==> src/rtl/cvmcu_dbg_req_ctrl.sv <==
// Debug halt/resume request controller for a CV32-class core, plus a debug-aware system timer.
// Sequences debug_req_o against the core's stoptimer_o handshake and times out stalled requests.
module cvmcu_dbg_req_ctrl #(
  parameter int unsigned TIMER_W     = 32,
  parameter int unsigned REQ_TIMEOUT = 255
) (
  input  logic               clk_i,
  input  logic               rst_ni,
  input  logic               halt_req_i,
  input  logic               resume_req_i,
  output logic               debug_req_o,
  input  logic               stoptimer_i,
  output logic               halted_o,
  output logic               timeout_o,
  input  logic               timer_en_i,
  input  logic               timer_clr_i,
  output logic [TIMER_W-1:0] timer_o
);

  localparam logic [1:0] StIdle   = 2'd0;
  localparam logic [1:0] StReq    = 2'd1;
  localparam logic [1:0] StHalted = 2'd2;
  localparam logic [1:0] StResume = 2'd3;

  localparam logic [7:0] CntLast = 8'(REQ_TIMEOUT - 1);
  localparam logic [7:0] CntMax  = 8'hFF;

  logic [1:0]         state_q, state_d;
  logic [7:0]         cnt_q, cnt_d;
  logic               halt_q;
  logic               halt_event;
  logic               debug_req_q;
  logic               halted_q;
  logic               timeout_q, timeout_d;
  logic [TIMER_W-1:0] timer_q, timer_d;

  // halt_q is updated in every state, so edges seen outside IDLE are dropped, not queued.
  assign halt_event = halt_req_i & ~halt_q;

  always_comb begin
    state_d   = state_q;
    timeout_d = 1'b0;
    case (state_q)
      StIdle: begin
        if (stoptimer_i) begin
          state_d = StHalted;
        end else if (halt_event) begin
          state_d = StReq;
        end
      end
      StReq: begin
        if (stoptimer_i) begin
          state_d = StHalted;
        end else if (cnt_q == CntLast) begin
          state_d   = StIdle;
          timeout_d = 1'b1;
        end
      end
      StHalted: begin
        // Core leaving debug on its own wins over a pending resume request.
        if (!stoptimer_i) begin
          state_d = StIdle;
        end else if (resume_req_i) begin
          state_d = StResume;
        end
      end
      StResume: begin
        if (!stoptimer_i) begin
          state_d = StIdle;
        end else if (cnt_q == CntLast) begin
          state_d   = StHalted;
          timeout_d = 1'b1;
        end
      end
      default: begin
        state_d = StIdle;
      end
    endcase
  end

  always_comb begin
    cnt_d = '0;
    if ((state_d == state_q) && ((state_q == StReq) || (state_q == StResume))) begin
      cnt_d = (cnt_q == CntMax) ? cnt_q : cnt_q + 8'd1;
    end
  end

  // Uses raw stoptimer_i so the timer also freezes on debug entry we did not request.
  always_comb begin
    timer_d = timer_q;
    if (timer_clr_i) begin
      timer_d = '0;
    end else if (timer_en_i && !stoptimer_i) begin
      timer_d = timer_q + TIMER_W'(1);
    end
  end

  always_ff @(posedge clk_i or negedge rst_ni) begin
    if (!rst_ni) begin
      state_q     <= StIdle;
      cnt_q       <= '0;
      halt_q      <= 1'b0;
      debug_req_q <= 1'b0;
      halted_q    <= 1'b0;
      timeout_q   <= 1'b0;
      timer_q     <= '0;
    end else begin
      state_q     <= state_d;
      cnt_q       <= cnt_d;
      halt_q      <= halt_req_i;
      debug_req_q <= (state_q == StReq);
      halted_q    <= (state_q == StHalted) || (state_q == StResume);
      timeout_q   <= timeout_d;
      timer_q     <= timer_d;
    end
  end

  assign debug_req_o = debug_req_q;
  assign halted_o    = halted_q;
  assign timeout_o   = timeout_q;
  assign timer_o     = timer_q;

endmodule

==> config.mk <==
export PLATFORM = sky130hd
export DESIGN_NAME = cvmcu_dbg_req_ctrl
export DESIGN_NICKNAME = d
export VERILOG_FILES = /design/src/rtl/cvmcu_dbg_req_ctrl.sv
export SDC_FILE = /design/constraint.sdc
export NUM_CORES = 1
export LEC_CHECK = 0
export ABC_AREA = 1
export CORE_MARGIN = 4
export CORE_UTILIZATION = 45
export DETAILED_ROUTE_END_ITERATION = 8
export DONT_BUFFER_PORTS = 1
export MAX_ROUTING_LAYER = met4
export SETUP_SLACK_MARGIN = 0.3
export SYNTH_ARGS = -nofsm -noshare
export SYNTH_HDL_FRONTEND = slang
export SYNTH_SLANG_ARGS = --single-unit
==> constraint.sdc <==
create_clock -name clk_i -period 1.67 [get_ports clk_i]
set_input_delay 0.167 -clock clk_i [delete_from_list [all_inputs] [get_ports clk_i]]
set_output_delay 0.167 -clock clk_i [all_outputs]
set_load 0.01 [all_outputs]
==> results.env, run 1 <==
GRT_PASS1_VIAS=2416
GLOBALROUTE.TOTALOVERFLOW=0
VDD_DROP_MAX_mV=0.414
FLOORPLAN.DIE_AREA_UM2=7240
CLOCK_TREE.BUFFER_DEPTH=2
SWITCH_PWR_mW=0.502
CRITPATHSLOWESTCELL='dfrtp_2'
SYNTH_TOP_CELL_BY_AREA='dfrtp_1'
CRITPATHCAPTURETYPE='flip-flop'
DRC_ERRORS=0
TOP_LEVEL_PORTS=42
TRITONCTS_CLOCK_TREE='yes'
GLOBAL_ROUTE.USAGE.MET1_PCT=24.5
MET2_CAPACITY_USAGE_DURING_GLOBAL_ROUTING_PCT=33.5
YOSYS_MOST_USED_DFF='dfrtp_1'
CP_MAX_FO=5
CRITPATHBUFINV=1
ARRIVAL_NS=1.63
POWER_DENSITY_nW_PER_UM2=621
CRIT_PATH_CELL_TRACE='nand2_1, nor2_1, nand2_1, nor2_4, nand2_2, inv_1, nand3_1, nand2_1, nor2_1'
CORE_AR_UM2=5640
FINAL_CORE_UTILIZATION_PCT=57.3
TRITONCTS_NUM_SINKS=46
COMB_POWER_SHARE_PCT=6.9
FINAL_MAX_SLEW_VIOL_COUNT=0
POST-SYNTH-TOP-AREA-FRACTION_PCT=43.0
SYNTH_CELL_TYPE_COUNT=26
HOLD_VIOLATIONS=0
ROUTE.VIAS.TOTAL=2447
SYNTH_AREA_LEADERS='dfrtp_1 (43%), nand2_1 (14%), nor2_1 (8.4%), inv_1 (6.5%), nand3_1 (5.2%)'
LAYOUT-DRIVE-GT1-SHARE_PCT=27.3
PORT-BUFFER-COUNT=0
YOSYS.CELL_COUNT.TOP_TYPE='nand2_1'
AREA_GROWTH_PCT=20.8
MIN_PERIOD_OVER_PERIOD_PCT=85.4
POWER_REPORT.INTERNAL_TOTAL_mW=1.51
GR-MAX-USAGE-LAYER='met2'
POST_SYNTH_INSTANCE_AREA_UM2=2680
SYNTHESIS.AREA_PER_INSTANCE_UM2=7.17
MAX_CLOCK_FREQ_MHz=702
POSTROUTEWIRELENGTH_UM=6760
CRIT_FAMILY='simple AND/OR/NAND/NOR gates'
GRT_UTIL_MET3_PCT=4.56
LEAKAGE_nW=1.36
POSTSYNTHCELLCOUNT=373
MAX_CAP_VIOLATIONS=0
NUM-NETS-FINAL=412
NUMBER_OF_ANTENNA_VIOLATIONS_AT_THE_FIRST_CHECK_IN_GLOBAL_ROUTING=0
DP_HPWL_UM=4660
NUM_ANTENNA_CELLS=0
RELSLEWSLACK_PCT=79.0
PLACEMENT_ROWS=27
DIEHEIGHT_UM=85.1
SKEW_NS=0.0129
CTS_MAX_LEVEL=2
CTS.CLK_SLEW.WORST_PATHS_NS=0.09
ASYNC_FLOP_SHARE_PCT=100
TIMING.CRITICAL_PATH.SLOWEST_CELL_DELAY_NS=0.43
SYNTH_SEQ_CELLS=46
FINAL_PERIOD_MINUS_WORST_SETUP_SLACK_NS=1.43
TIMING.CRITICAL_PATH.REQUIRED_NS=1.88
DRT_ITER0_DRCS=125
POST_SYNTH_MOST_FREQUENT_CELLS='nand2_1 (102), nor2_1 (60), dfrtp_1 (46), inv_1 (46), nand3_1 (28)'
CLOCK_LATENCY_NS=0.31
DRT_PRE_ANTENNA_ITERS=4
SETUP_TNS_NS=0
CLOCK_POWER_SHARE_PCT=36.4
SYNTH_ENABLE_FLOP_CELLS=0
HP-CLASS='in2reg'
FINALSETUPVIOLATIONS=0
POST_DRT_VIA_CELL_RATIO=5.15
CHIPWIDTH_UM=85.1
CRITICALPATHCATEGORY='reg2reg'
POWER.SHARE.SEQUENTIAL_PCT=56.7
WIRE_PER_INST_UM=14.2
GRT_USAGE_PCT=19.9
SW_FRAC_OF_TOTAL_PCT=25.0
DRTANTENNAVIOLNETS=0
NUMPLACEDINSTANCES=450
RSZ0062_AT_GRT='true'
SETUP.WORST_PATH.START_CLASS='flip-flop'
TOTAL_POWER_mW=2.01
HOLD_SLACK_NS=0.0268
SYNTH.NET_COUNT=383
OUTCOME='finished clean'
WORST-R2R-SETUP-SLACK_NS=0.24
FINAL-INSTANCE-COUNT-EXCL-FILL=475
FLOORPLAN.INITIALDENSITY_PCT=47.4
SEQ_AREA_FRAC_SYNTH_PCT=43.0
CRITICAL_PATH.MOST_COMMON_CELL='nand2_1'
WORST_SLEW_PIN_SLEW_NS=0.316
GRT_FIRST_PASS_WIRELENGTH_UM=11400
YS_WARN_COUNT=0
GRT_MAX_DEGREE=47
CLOCKROOTBUFFER='clkbuf_8'
GPL.FINAL_WEIGHTED_CONGESTION=0.873
CTS_MADE_BUFFERS=5
==> metrics by stage <==
step,worst slack [ns],cell area [um^2]
finish,0.245,3230
global route,0.117,3230
CTS,0.248,3130
detailed placement,0.139,2820
global placement,0.180,2820
floorplan,0.298,2680
==> cells by family (layout without fill, tap and decap cells) <==
kind of cell,after synthesis,after routing,share of synthesized area [%]
AND/OR/NAND/NOR,225,225,38.0
buffers and inverters,56,86,8.37
flip-flops,46,46,43.0
AO/OA/AOI/OAI,37,37,7.25
XOR/XNOR,6,6,1.96
adder cells (fa/ha/maj),3,3,1.40
==> worst min-delay path, delay by kind of cell <==
family / cells / cell delay [ns]
AO/OA/AOI/OAI: 1 / 0.07
buffers and inverters: 1 / 0.04
AND/OR/NAND/NOR: 1 / 0.03
==> routing by layer <==
metal,vias to the layer above,share of wire [%]
met5,-,0
met4,0,0.84
met3,6,4.6
met2,48,51
met1,1161,44
li1,1232,-
==> cell type report <==
cell class                 count  area, um^2
multi-input combinational    271        1440
clock inverter                 2        12.5
tap                           72        90.1
timing repair buffer          28         244
fill                         534        2410
inverter                      50         188
sequential                    46        1170
clock buffer                   6        82.6
==> power by group through the flow <==
stage               registers (mW)  clock network [mW]  logic, mW
global route                  1.14               0.800      0.159
floorplan                     1.16                   0     0.0687
finish                        1.14               0.730      0.139
global placement              1.16                   0     0.0927
detailed placement            1.16                   0     0.0929
CTS                           1.14               0.753      0.137
==> registers in the layout, indices dropped and copies added (netlist names) <==
register	flops
timer_o	32
cnt_q	8
state_q	2
debug_req_o	1
halt_q	1
halted_o	1
timeout_o	1
==> placed cells by master, fill, tap and decap left out, types with 11 or more instances in the layout <==
master,instances
a21oi_1,16
buf_4,22
dfrtp_1,28
dfrtp_2,18
inv_1,44
nand2_1,89
nand2_2,15
nand3_1,24
nor2_1,51
nor2_4,11
==> path summary, 6_finish.rpt <==
| path | startpoint | endpoint | cells past startpoint |
|---|---|---|---|
| setup reg to reg | timer_o[11] | timer_o[24] | 9 |
| setup / recovery | timer_o[11] | timer_o[24] | 9 |
| hold / removal | timer_clr_i | timer_o[10] | 3 |
| max in group asynchronous | rst_ni | timer_o[3] | 2 |
| hold reg to reg | halt_q | state_q[0] | 1 |
| min in group asynchronous | rst_ni | timer_o[15] | 2 |
==> timing repair <==
action,CTS,global route
gates resized for setup,40,26
pin swaps,10,17
endpoints found under the setup margin,21,31
hold buffers,5,0
hold endpoints to repair,50,0
setup buffers,7,5
Power figures use the tool's default switching activity.
==> run 2: changes to the inputs <==
==> constraint.sdc (replaced) <==
create_clock -name clk_i -period 1.4 [get_ports clk_i]
set_input_delay 0.14 -clock clk_i [delete_from_list [all_inputs] [get_ports clk_i]]
set_output_delay 0.14 -clock clk_i [all_outputs]
set_load 0.01 [all_outputs]
==> run 2 against run 1 <==
Against the previous run: the flow now finishes with violations (negative hold slack, negative setup slack); combinational power is 24% higher; non-clock buffer count is 57 higher; cell area is 23% higher; setup slack worse by 0.25 ns; critical endpoint unchanged; largest cell class unchanged.
==> results.env, run 2 (synthesized netlist as in run 1, its figures left out) <==
CRITPATHBUFINV=1  # unchanged
AREA_GROWTH_PCT=48.7
NUM-NETS-FINAL=469  # +14%
WORST_SLACK_PLACED_NS=0.00731  # -0.132 ns
WORSTREG2REGSTART='timer_o[12]'
GRT_USAGE_PCT=21.0  # +1.1 points
DRT_ITER0_DRCS=138  # +10%
PLACEMENT_ROWS=27  # unchanged
FF_LATCH_AREA_UM2=1160  # -0.75%
CRITPATHCAPTURETYPE='flip-flop'
POWER_REPORT.INTERNAL_TOTAL_mW=2.17  # +44%
LAYOUT-DRIVE-GT1-SHARE_PCT=44.6  # +17 points
COMB_POWER_SHARE_PCT=6.3  # -0.6 points
TOP_LEVEL_PORTS=42  # unchanged
CTS_MAX_LEVEL=2  # unchanged
DRT_PRE_ANTENNA_ITERS=4  # unchanged
GRT_MAX_DEGREE=47  # unchanged
TIMING.CRITICAL_PATH.SLOWEST_CELL_DELAY_NS=0.44  # about the same
SWITCH_PWR_mW=0.577  # +15%
FINAL_AREA_UM2=3980  # +23%
DIEHEIGHT_UM=85.1  # unchanged
CP_MAX_FO=4  # -1
VDD_DROP_MAX_mV=0.560  # +35%
GRT_PASS1_VIAS=2546  # +5.4%
MAX_CLOCK_FREQ_MHz=710  # +1.2%
WORST-R2R-SETUP-SLACK_NS=-0.009  # -0.25 ns
SW_FRAC_OF_TOTAL_PCT=21.0  # -4.0 points
CTS_MADE_BUFFERS=5  # unchanged
CRIT_FAMILY='simple AND/OR/NAND/NOR gates'
TRITONCTS_NUM_SINKS=46  # unchanged
CLOCKROOTBUFFER='clkbuf_8'
CTS.CLK_SLEW.WORST_PATHS_NS=0.09  # about the same
FLOORPLAN.INITIALDENSITY_PCT=47.4  # unchanged
ROUTE.VIAS.TOTAL=2678  # +9.4%
RSZ0062_AT_GRT='true'
HP-CLASS='in2async'
CRITICAL_PATH.MOST_COMMON_CELL='nand2_2'
FINALSETUPVIOLATIONS=1  # +1
WORST_SLEW_PIN_SLEW_NS=0.336  # +0.0202 ns
FINAL_COMMON_CELL='nand2_1'
WIRE_PER_INST_UM=13.9  # -2.5%
ARRIVAL_NS=1.61  # -0.02 ns
MIN_PERIOD_OVER_PERIOD_PCT=101  # +15 points
LEAKAGE_nW=1.78  # +30%
CORE_AR_UM2=5640  # unchanged
DRTANTENNAVIOLNETS=0  # unchanged
TIMING.CRITICAL_PATH.REQUIRED_NS=1.60  # -0.28 ns
PORT-BUFFER-COUNT=0  # unchanged
VIOLATIONS='negative hold slack, negative setup slack'
CLOCK_POWER_SHARE_PCT=44.2  # +7.8 points
SETUP.WORST_PATH.START_CLASS='flip-flop'
NUMBER_OF_ANTENNA_VIOLATIONS_AT_THE_FIRST_CHECK_IN_GLOBAL_ROUTING=0  # unchanged
TOTAL_POWER_mW=2.75  # +37%
DRC_ERRORS=0  # unchanged
RELSLEWSLACK_PCT=77.6  # -1.3 points
CRITICALPATHCATEGORY='reg2reg'
FINAL_MAX_SLEW_VIOL_COUNT=0  # unchanged
PLACE_AREA_UM2=3100  # +10%
TRITONCTS_CLOCK_TREE='yes'
CRITICAL_PATH.REG2REG.ENDPOINT='timer_o[24]'
FLOORPLAN.DIE_AREA_UM2=7240  # unchanged
POST_LAYOUT_WORST_SETUP_MARGIN_NS=-0.00884  # -0.253 ns
CHIPWIDTH_UM=85.1  # unchanged
CRIT_PATH_CELL_TRACE='nand2_2, nor2_1, nand2_2, nor2_4, nand2_2, inv_2, nand3_2, nand2_1, nor2_1'
LARGEST_REGISTER_FFS=32  # unchanged
POST_DRT_VIA_CELL_RATIO=5.03  # -2.3%
OUTCOME='complete, but fails checks'
GLOBALROUTE.TOTALOVERFLOW=0  # unchanged
FILLERINSTANCES=442  # -17%
CRITPATHSLOWESTCELL='dfrtp_1'
HOLD_VIOLATIONS=47  # +47
POSTROUTEWIRELENGTH_UM=7380  # +9.2%
POWER.SHARE.SEQUENTIAL_PCT=49.5  # -7.2 points
MAX_CAP_VIOLATIONS=0  # unchanged
HOLD_SLACK_NS=-0.477  # -0.504 ns
FINAL_CELL_MIX='nand2_1 (79), buf_4 (58), inv_1 (42)'
FINAL_PERIOD_MINUS_WORST_SETUP_SLACK_NS=1.41  # -0.0166 ns
DP_HPWL_UM=4860  # +4.4%
CLOCK_TREE.BUFFER_DEPTH=2  # unchanged
AREA_OF_THE_MULTI_INPUT_GATES_UM2=1650  # +15%
POWER_DENSITY_nW_PER_UM2=691  # +11%
GRT_FIRST_PASS_WIRELENGTH_UM=12100  # +5.8%
SKEW_NS=0.00653  # -0.00638 ns
NUM_ANTENNA_CELLS=0  # unchanged
CLOCK_LATENCY_NS=0.30  # about the same
GPL.FINAL_WEIGHTED_CONGESTION=0.863  # -1.1%
R2R_CELLS=9  # unchanged
run 2: layer usage:
metal | part of all wire [%] | global-route usage (%) | vias up
met5 | 0 | - | -
met4 | 1.1 | 5.18 | 0
met3 | 3.3 | 3.69 | 8
met2 | 53 | 35.9 | 54
met1 | 42 | 25.8 | 1265
li1 | - | - | 1351
run 2: worst max path at each step:
stage,startpoint,endpoint,slack [ns],cells after the start
2_1_floorplan,timer_o[1],timer_o[10],0.04,10
3_3_place_gp,timer_o[14],timer_o[28],0.03,8
3_5_place_dp,timer_o[1],timer_o[26],0.007,8
4_1_cts,timer_o[0],timer_o[24],0.03,10
5_1_grt,timer_o[12],timer_o[21],-0.11,8
6_report,timer_o[12],timer_o[24],-0.009,9
run 2: timing repair:
item / 4_1_cts / 5_1_grt
setup buffers: 16 / 22
gates cloned: 0 / 0
hold buffers: 2 / 1
pin swaps: 19 / 28
resized for setup: 43 / 80
endpoints found under the setup margin: 40 / 52
hold endpoints to repair: 51 / 47
run 2: power groups by stage:
stage / Sequential (mW) / Combinational, mW / Clock (mW)
after floorplan: 1.39 / 0.0893 / 0
after global placement: 1.39 / 0.117 / 0
after detailed placement: 1.39 / 0.119 / 0
after CTS: 1.36 / 0.150 / 1.24
after global routing: 1.36 / 0.189 / 1.30
final: 1.36 / 0.172 / 1.22
run 2: layout make-up:
type | instances | share of cell area (%)
clock buffer | 6 | 2.08
clock inverter | 2 | 1.51
inverter | 50 | 4.84
multi-input combinational | 271 | 41.5
sequential | 46 | 29.3
tap | 72 | 2.26
timing repair buffer | 85 | 18.5
run 2: metrics by stage:
step / cells / setup TNS [ns] / util (%)
floorplan: 373 / 0 / -
global placement: 483 / 0 / 55.0
detailed placement: 483 / 0 / 55.0
global route: 532 / -1.07 / 70.5
finish: 532 / -0.00884 / 70.5
CTS: 509 / 0 / 62.9
==> run 3: changes to the inputs <==
--- a/config.mk
+++ b/config.mk
@@ -8,10 +8,12 @@
 export ABC_AREA = 1
 export CORE_MARGIN = 4
 export CORE_UTILIZATION = 45
+export CTS_CLUSTER_SIZE = 24
 export DETAILED_ROUTE_END_ITERATION = 8
 export DONT_BUFFER_PORTS = 1
 export MAX_ROUTING_LAYER = met4
 export SETUP_SLACK_MARGIN = 0.3
+export SKIP_LAST_GASP = 1
 export SYNTH_ARGS = -nofsm -noshare
 export SYNTH_HDL_FRONTEND = slang
 export SYNTH_SLANG_ARGS = --single-unit
==> run 3 against run 2 <==
Against the previous run: the flow finishes with violations (negative hold slack); maximum frequency rose by 1.0%; global-route usage did not move; via count fell by 0.82%; sequential share of layout area rose by 0.12 points; sequential cell count did not move; cell area fell by 0.41%; count of clock-buffer cells in the layout did not move; die area did not move; critical path type unchanged; largest cell class unchanged.
==> results.env, run 3 (synthesized netlist as in run 1, its figures left out) <==
VIOLATIONS='negative hold slack'
FINALSETUPVIOLATIONS=0  # -1
FINAL_CELL_MIX='nand2_1 (80), buf_4 (61), inv_1 (42)'
MAX_CAP_VIOLATIONS=0  # unchanged
SWITCH_PWR_mW=0.575  # -0.25%
WORSTREG2REGSTART='timer_o[12]'
SETUP_TNS_NS=0  # +0.00884 ns
COMB_POWER_SHARE_PCT=6.3  # about the same
FINAL_MAX_SLEW_VIOL_COUNT=0  # unchanged
CRITPATHCAPTURETYPE='flip-flop'
TOP_LEVEL_PORTS=42  # unchanged
AREA_GROWTH_PCT=48.1
CLOCK_LATENCY_NS=0.30  # about the same
GLOBALROUTE.TOTALOVERFLOW=0  # unchanged
DRT_PRE_ANTENNA_ITERS=4  # unchanged
GRT_MAX_DEGREE=47  # unchanged
CRIT_PATH_START='timer_o[12]'
RSZ0062_AT_GRT='true'
CTS_MAX_LEVEL=2  # unchanged
GRT_FIRST_PASS_WIRELENGTH_UM=12100  # unchanged
FLOORPLAN.DIE_AREA_UM2=7240  # unchanged
FINAL_COMMON_CELL='nand2_1'
POWER_REPORT.INTERNAL_TOTAL_mW=2.17  # about the same
POWER.SHARE.SEQUENTIAL_PCT=49.5  # about the same
WORST_SLEW_PIN_SLEW_NS=0.334  # -0.00138 ns
MIN_PERIOD_OVER_PERIOD_PCT=99.6  # -1.0 points
SKEW_NS=0.0102  # +0.00365 ns
SW_FRAC_OF_TOTAL_PCT=20.9  # -0.042 points
LARGEST_REGISTER_FFS=32  # unchanged
ROUTE.VIAS.TOTAL=2656  # -0.82%
CTS_MADE_BUFFERS=5  # unchanged
FLOORPLAN.INITIALDENSITY_PCT=47.4  # unchanged
CP_MAX_FO=4  # unchanged
ARRIVAL_NS=1.59  # -0.02 ns
TRITONCTS_NUM_SINKS=46  # unchanged
HOLD_VIOLATIONS=47  # unchanged
CRITPATHSLOWESTCELL='dfrtp_1'
PLACEMENT_ROWS=27  # unchanged
NUM_ANTENNA_CELLS=0  # unchanged
DIEHEIGHT_UM=85.1  # unchanged
CRITICAL_PATH.MOST_COMMON_CELL='nand2_2'
FILLERINSTANCES=441  # -0.23%
NUM-NETS-FINAL=469  # unchanged
OUTCOME='complete, but fails checks'
HOLD_SLACK_NS=-0.477  # -0.000415 ns
POWER_DENSITY_nW_PER_UM2=694  # +0.36%
NUMBER_OF_ANTENNA_VIOLATIONS_AT_THE_FIRST_CHECK_IN_GLOBAL_ROUTING=0  # unchanged
AREA_OF_THE_MULTI_INPUT_GATES_UM2=1650  # -0.30%
CTS.CLK_SLEW.WORST_PATHS_NS=0.09  # about the same
MAX_CLOCK_FREQ_MHz=717  # +1.0%
VDD_DROP_MAX_mV=0.564  # +0.59%
DP_HPWL_UM=4860  # unchanged
CHIPWIDTH_UM=85.1  # unchanged
GPL.FINAL_WEIGHTED_CONGESTION=0.863  # unchanged
SETUP.WORST_PATH.START_CLASS='flip-flop'
PORT-BUFFER-COUNT=0  # unchanged
FINAL_PERIOD_MINUS_WORST_SETUP_SLACK_NS=1.39  # -0.0145 ns
GRT_USAGE_PCT=21.0  # unchanged
DRC_ERRORS=0  # unchanged
LEAKAGE_nW=1.77  # -0.17%
DRT_ITER0_DRCS=164  # +19%
LAYOUT-DRIVE-GT1-SHARE_PCT=44.1  # -0.43 points
TIMING.CRITICAL_PATH.SLOWEST_CELL_DELAY_NS=0.44  # about the same
GRT_PASS1_VIAS=2546  # unchanged
WIRE_PER_INST_UM=13.8  # -0.27%
CLOCK_TREE.BUFFER_DEPTH=2  # unchanged
DRTANTENNAVIOLNETS=0  # unchanged
CLOCK_POWER_SHARE_PCT=44.2  # about the same
CRITPATHBUFINV=1  # unchanged
FF_LATCH_AREA_UM2=1160  # unchanged
POST_DRT_VIA_CELL_RATIO=4.99  # -0.82%
CRIT_PATH_CELL_TRACE='nand2_2, nor2_1, nand2_2, nor2_4, nand2_2, inv_2, nand3_2, nand2_1, nor2_1'
CRIT_FAMILY='simple AND/OR/NAND/NOR gates'
CORE_AR_UM2=5640  # unchanged
CRITICALPATHCATEGORY='reg2reg'
RELSLEWSLACK_PCT=77.7  # +0.092 points
POSTROUTEWIRELENGTH_UM=7360  # -0.27%
TRITONCTS_CLOCK_TREE='yes'
TIMING.CRITICAL_PATH.REQUIRED_NS=1.60  # about the same
HP-CLASS='in2async'
CLOCKROOTBUFFER='clkbuf_8'
==> run 3: worst paths after layout <==
check | endpoint | slack [ns] | depth (start not counted)
max in group asynchronous | timer_o[21] | 1.78 | 0
hold / removal | timer_o[15] | -0.48 | 0
min in group clk_i | timer_o[10] | 0 | 3
setup reg to reg | timer_o[24] | 0.006 | 9
setup / recovery | timer_o[24] | 0.006 | 9
hold reg to reg | state_q[0] | 0.46 | 1
==> run 3: worst reg2reg max path, cell delays in order, from the launching register on <==
cell     delay [ns]
dfrtp_1        0.44
nand2_2        0.12
nor2_1         0.14
nand2_2        0.10
nor2_4         0.19
nand2_2        0.09
inv_2          0.07
nand3_2        0.05
nand2_1        0.06
nor2_1         0.04
==> run 3: layout make-up <==
type | count | area share [%]
multi-input combinational | 271 | 41.6
sequential | 46 | 29.4
timing repair buffer | 85 | 18.3
inverter | 50 | 4.86
tap | 72 | 2.27
clock buffer | 6 | 2.08
clock inverter | 2 | 1.52
==> run 3: power groups by stage <==
| stage | clock network, mW | registers, mW | logic, mW |
|---|---|---|---|
| 6_report | 1.22 | 1.36 | 0.172 |
| 5_1_grt | 1.30 | 1.36 | 0.189 |
| 4_1_cts | 1.24 | 1.36 | 0.150 |
| 3_5_place_dp | 0 | 1.39 | 0.119 |
| 3_3_place_gp | 0 | 1.39 | 0.117 |
| 2_1_floorplan | 0 | 1.39 | 0.0893 |
==> run 3: timing repair <==
action	in CTS	in global routing
hold buffers	2	1
endpoints found under the setup margin	40	52
buffers inserted	16	22
resized for setup	43	75
pin swaps	19	27
endpoints found under the hold margin	51	47
==> run 3: stage by stage <==
stage / instance area, um^2 / setup WS, ns / utilization [%] / instances / power, mW
after detailed placement: 3100 / 0.00731 / 55.0 / 483 / 1.51
after floorplan: 2720 / 0.0371 / - / 373 / 1.47
after CTS: 3550 / 0.0338 / 62.9 / 509 / 2.75
after global routing: 3960 / -0.0944 / 70.2 / 532 / 2.85
final: 3960 / 0.00566 / 70.2 / 532 / 2.75
after global placement: 3100 / 0.0321 / 55.0 / 483 / 1.50
==> run 3: metal layers <==
layer  wire length, um  GRT usage [%]  up-vias
met3               277           3.69        7
met4                74           5.18        0
met1              3090           25.8     1243
met5                 0              -        -
li1                  -              -     1353
met2              3910           35.9       53
